**config.mk**
```make
export PLATFORM = sky130hd
export DESIGN_NAME = lane_packer
export DESIGN_NICKNAME = d
export VERILOG_FILES = /design/src/rtl/lane_packer_pkg.sv /design/src/rtl/lane_packer_slot.sv /design/src/rtl/lane_packer.sv
export SDC_FILE = /design/constraint.sdc
export NUM_CORES = 1
export LEC_CHECK = 0
export CAP_MARGIN = 20
export CORE_MARGIN = 5
export CORE_UTILIZATION = 49
export DETAILED_ROUTE_END_ITERATION = 16
export PLACE_DENSITY = 0.89
export REMOVE_ABC_BUFFERS = 1
export SYNTH_ARGS = -nofsm -noshare
export SYNTH_HDL_FRONTEND = slang
export SYNTH_SLANG_ARGS = --single-unit
export TNS_END_PERCENT = 20
```
**constraint.sdc**
```tcl
create_clock -name clk -period 1.94 [get_ports clk]
set_clock_uncertainty 0.15 [all_clocks]
set_input_delay 0.291 -clock clk [delete_from_list [all_inputs] [get_ports clk]]
set_output_delay 0.291 -clock clk [all_outputs]
set_load 0.02 [all_outputs]
```
**src/rtl/lane_packer_pkg.sv**
```systemverilog
// lane_packer_pkg
//   Shared constants and helpers for the lane packer.
//   COUNT_W     : width of the emitted-word counter.
//   lane_offset : bit offset of lane i inside the packed output word;
//                 lane order flips when reverse is non-zero.
package lane_packer_pkg;

  localparam int COUNT_W = 16;

  function automatic int lane_offset(input int lane, input int lanes,
                                     input int width, input int reverse);
    return (reverse != 0) ? (lanes - 1 - lane) * width : lane * width;
  endfunction

endpackage

```
**src/rtl/lane_packer_slot.sv**
```systemverilog
// lane_packer_slot
//   One-entry holding slot for a single input lane.
//   Ports:
//     clk, rst   : clock and synchronous active-high reset
//     in_valid   : lane valid
//     in_data    : lane data
//     clear      : join is firing this cycle; the slot empties at the edge
//                  unless it refills at that same edge
//     in_ready   : lane ready (empty, or being emptied this cycle)
//     full       : slot holds data
//     data       : held data
module lane_packer_slot #(
  parameter int WIDTH = 8
) (
  input  logic             clk,
  input  logic             rst,
  input  logic             in_valid,
  input  logic [WIDTH-1:0] in_data,
  input  logic             clear,
  output logic             in_ready,
  output logic             full,
  output logic [WIDTH-1:0] data
);

  logic             full_reg;
  logic [WIDTH-1:0] data_reg;
  logic             accept;

  // A slot that is being drained by the join can take the next item at the
  // same edge, which is what allows one packed word per cycle.
  assign in_ready = !full_reg || clear;
  assign accept   = in_valid && in_ready;

  always_ff @(posedge clk) begin
    if (rst) begin
      full_reg <= 1'b0;
      data_reg <= '0;
    end else if (accept) begin
      full_reg <= 1'b1;
      data_reg <= in_data;
    end else if (clear) begin
      full_reg <= 1'b0;
    end
  end

  assign full = full_reg;
  assign data = data_reg;

endmodule

```
**src/rtl/lane_packer.sv**
```systemverilog
// lane_packer
//   Gathers one item from each of LANES independent valid/ready lanes and
//   emits them joined as a single packed word through an output register.
//   Parameters:
//     LANES   : number of lanes joined per word (1..16)
//     WIDTH   : bits per lane
//     REVERSE : 0 -> lane 0 in the LSBs, 1 -> lane 0 in the MSBs
//   Ports:
//     clk, rst   : clock and synchronous active-high reset
//     in_valid   : per-lane valid
//     in_data    : lane i at bits [i*WIDTH +: WIDTH]
//     in_ready   : per-lane ready
//     out_valid  : packed word valid
//     out_data   : packed word
//     out_ready  : downstream ready
//     out_count  : number of words handed downstream (wraps)
//     out_parity : XOR of all out_data bits (only with LANE_PACKER_PARITY_EN)
//   Build option: define LANE_PACKER_PARITY_EN to add the out_parity port.
module lane_packer
  import lane_packer_pkg::*;
#(
  parameter int LANES   = 4,
  parameter int WIDTH   = 8,
  parameter int REVERSE = 0
) (
  input  logic                   clk,
  input  logic                   rst,
  input  logic [LANES-1:0]       in_valid,
  input  logic [LANES*WIDTH-1:0] in_data,
  output logic [LANES-1:0]       in_ready,
  output logic                   out_valid,
  output logic [LANES*WIDTH-1:0] out_data,
  input  logic                   out_ready,
  output logic [COUNT_W-1:0]     out_count
`ifdef LANE_PACKER_PARITY_EN
  ,
  output logic                   out_parity
`endif
);

  localparam int W = LANES * WIDTH;

  logic [LANES-1:0] slot_full;
  logic [WIDTH-1:0] slot_data [LANES];
  logic [W-1:0]     packed_word;
  logic             join_fire;

  logic               out_valid_reg;
  logic [W-1:0]       out_data_reg;
  logic [COUNT_W-1:0] out_count_reg;

  // Join when every lane has something and the output register is free or
  // being drained this cycle.
  assign join_fire = (&slot_full) && (!out_valid_reg || out_ready);

  generate
    for (genvar gi = 0; gi < LANES; gi++) begin : g_lane
      localparam int OFF = lane_offset(gi, LANES, WIDTH, REVERSE);

      lane_packer_slot #(
        .WIDTH(WIDTH)
      ) u_slot (
        .clk      (clk),
        .rst      (rst),
        .in_valid (in_valid[gi]),
        .in_data  (in_data[gi*WIDTH +: WIDTH]),
        .clear    (join_fire),
        .in_ready (in_ready[gi]),
        .full     (slot_full[gi]),
        .data     (slot_data[gi])
      );

      assign packed_word[OFF +: WIDTH] = slot_data[gi];
    end
  endgenerate

  always_ff @(posedge clk) begin
    if (rst) begin
      out_valid_reg <= 1'b0;
      out_data_reg  <= '0;
    end else if (join_fire) begin
      out_valid_reg <= 1'b1;
      out_data_reg  <= packed_word;
    end else if (out_ready) begin
      out_valid_reg <= 1'b0;
    end
  end

  always_ff @(posedge clk) begin
    if (rst) begin
      out_count_reg <= '0;
    end else if (out_valid_reg && out_ready) begin
      out_count_reg <= out_count_reg + 1'b1;
    end
  end

  assign out_valid = out_valid_reg;
  assign out_data  = out_data_reg;
  assign out_count = out_count_reg;

`ifdef LANE_PACKER_PARITY_EN
  logic parity_reg;

  always_ff @(posedge clk) begin
    if (rst) begin
      parity_reg <= 1'b0;
    end else if (join_fire) begin
      parity_reg <= ^packed_word;
    end
  end

  assign out_parity = parity_reg;
`endif

endmodule
```
==> flow_summary.ini <==
[outcome]
status = finished, final reports clean

[layout]
postLayoutCellArea_um2 = 4950
finalNonFillerCells = 593
drive_above_1_share = 0.121
nets = 530
num_antenna_cells = 0
area_delta_synth_final_pct = 38.5

[cts]
clkTransAtPathRegs_ns = 0.07
clk_latency_ns = 0.35
clock_sinks = 85
cts_hold_buf = 0
cts_tree = done
cts_max_path_buffers = 2
cts_made_buffers = 9
clock-root-buffer = clkbuf_8
h-tree-depth = 3

[floorplanning]
start_util = 0.498
ios = 92
die_area_um2 = 9110
rows = 31
core_um2 = 7180
die_h_um = 95.4
die_w_um = 95.4

[place]
place_inst = 578
placed_area_um2 = 4670
port_buffers = 91
dp.final_hpwl_um = 5910
gp_congestion = 0.832

[worst_setup_path]
worstPathRequired_ns = 1.50
crit_type = reg -> out
r2r-end = out_count[14]
crit_start = out_count[1]
worstReg2RegStart = out_count[0]
cp.arrival_ns = 1.43
critPathCapture = out_count[1]
cp-start-kind = flip-flop
cp_max_fo = 6
ff2ff_path_depth = 4
endpoint_kind = primary output
reg2reg_slack_ns = 0.26

[routing]
drt-pass1-iter-count = 4
ant_nets = 0
initialDrtViolationCount = 122
vias_per_cell = 4.97
wirelength_um = 8090
route.vias.total = 2948
wire_per_inst_um = 13.6
drc_errors = 0

[hold_path]
hold_depth = 3
hold_path_class = in -> reg

[power_and_ir_drop]
p_leak_uw = 0.00197
vdd_drop_max_v = 0.000485
powerDensity_nw_per_um2 = 737

[global_route]
antenna_found_initial = 0
grt_usage = 0.184
grt_pass1_vias = 2916
grt-ovfl-total = 0
grt_start_max_net_pins = 51
grt_pass1_wl_um = 13100

[sta]
hold-worst-slack_ns = 0.149
fmax_ghz = 0.534
period_minus_slack_ns = 1.87
rsz0062_at_grt = no
maxSlewViolCount = 0
finalHoldViolCount = 0
relSlewSlack = 0.737
worst_pin_slew_ns = 0.394
final-setup-viol-count = 0
finalCritPeriodShare = 0.964

[synth]
synthTopCellsByArea = dfxtp_1 (48%), nand2b_1 (12%), mux2i_1 (9.0%)
netlist_instances = 394
yosys.area_share.simple = 0.272
ys_ff_latch = 85
synthAdderAreaFrac = 0.00350
ys_types = 26
ys_seq_area_frac = 0.476
syn_area_per_cell_um2 = 9.08
synth_xor_area_frac = 0.0269
yosysTopAreaCell = dfxtp_1
synth.cell_area_um2 = 3580
synth_top_area_share = 0.476
synth_compound_area_frac = 0.0672
synth_top_family_by_area = simple AND/OR/NAND/NOR gates
synth.area.mux_share = 0.102
yosys_warnings = 0

[flow_run]
cap_violations = 0
==> cells in the mapped netlist <==
master	instances
buf_6	5
buf_4	7
and2_4	1
clkbuf_1	9
dfxtp_1	85
xor2_1	7
and4_1	3
buf_2	8
mux2i_1	32
ha_1	1
nand4_1	7
nand4_2	2
nand2b_1	67
o21ai_0	1
nor4_1	1
xnor2_1	4
nand2_1	73
nor4_2	2
a21boi_2	4
a21oi_1	38
buf_1	1
nor3_1	2
nor2_1	20
nand3_1	7
nor2b_1	4
mux2_4	3
==> cell type report <==
type                    count  area (µm²)
clock buffers              11         151
multi-input cells         279        1710
flip-flops and latches     85        1700
fillers                   540        2220
well taps                  99         124
repair buffers            115        1170
clock inverters             4        95.1
==> per-layer routing <==
layer	track usage	vias up	wire length (µm)
li1	-	1476	-
met1	0.218	1393	3530
met2	0.314	67	4080
met3	0.0497	12	359
met4	0.0758	0	124
met5	0	-	0
==> placed cells by master, fill, tap and decap left out, types with 3 or more instances in the layout <==
master and instances:
dfxtp_1 84, a21oi_1 38, nand2_1 73, nand4_1 7, xnor2_1 4, clkdlybuf4s15_2 4
nor2_1 20, dlymetal6s2s_1 8, buf_12 5, nor2b_1 3, and4_1 3, nand2b_1 65
mux2i_1 32, xor2_1 7, clkbuf_8 11, clkdlybuf4s50_1 78, a21boi_2 4, nand3_1 7
bufinv_16 3, buf_4 19, mux2_4 3
==> per-stage QoR <==
step | power, µW | setup TNS, ns | setup slack, ns | utilization
floorplan | 1990 | -17.40 | -0.335 | -
global placement | 2170 | -7.07 | -0.386 | 0.650
detailed placement | 2180 | -7.49 | -0.368 | 0.650
CTS | 3670 | 0 | 0.000133 | 0.686
global route | 3780 | 0 | 0.0168 | 0.690
finish | 3650 | 0 | 0.0690 | 0.690
==> timing repair <==
item                       in CTS  in global routing
resized for setup              13                 10
setup buffers                   0                  0
setup endpoints to repair       4                 11
pin swaps                       0                  0
==> kinds of logic after synthesis <==
group           count (synthesis)
flops                          85
buf+inv                        30
compound gates                 43
mux                            35
simple gates                  189
fa+ha+maj                       1
xor+xnor                       11
==> report_power, final <==
part           switching [µW]  internal (µW)
clock network             593            917
logic                     131            190
registers                26.2           1790
total                     750           2900
==> critical path, stage by stage (launching register included) <==
cell             delay (ns)
dfxtp_1                0.33
buf_4                  0.14
clkdlybuf4s50_1        0.61
==> worst min path at each step <==
stage	from	to	slack (ns)
3_5_place_dp	g_lane[3].u_slot.data[0]	out_data[24]	0.30
6_report	out_ready	out_count[1]	0.15
3_3_place_gp	g_lane[3].u_slot.data[2]	out_data[26]	0.29
4_1_cts	rst	out_count[13]	0.18
5_1_grt	out_ready	out_count[1]	0.15
2_1_floorplan	rst	out_count[1]	0.21
Power figures use the tool's default switching activity.
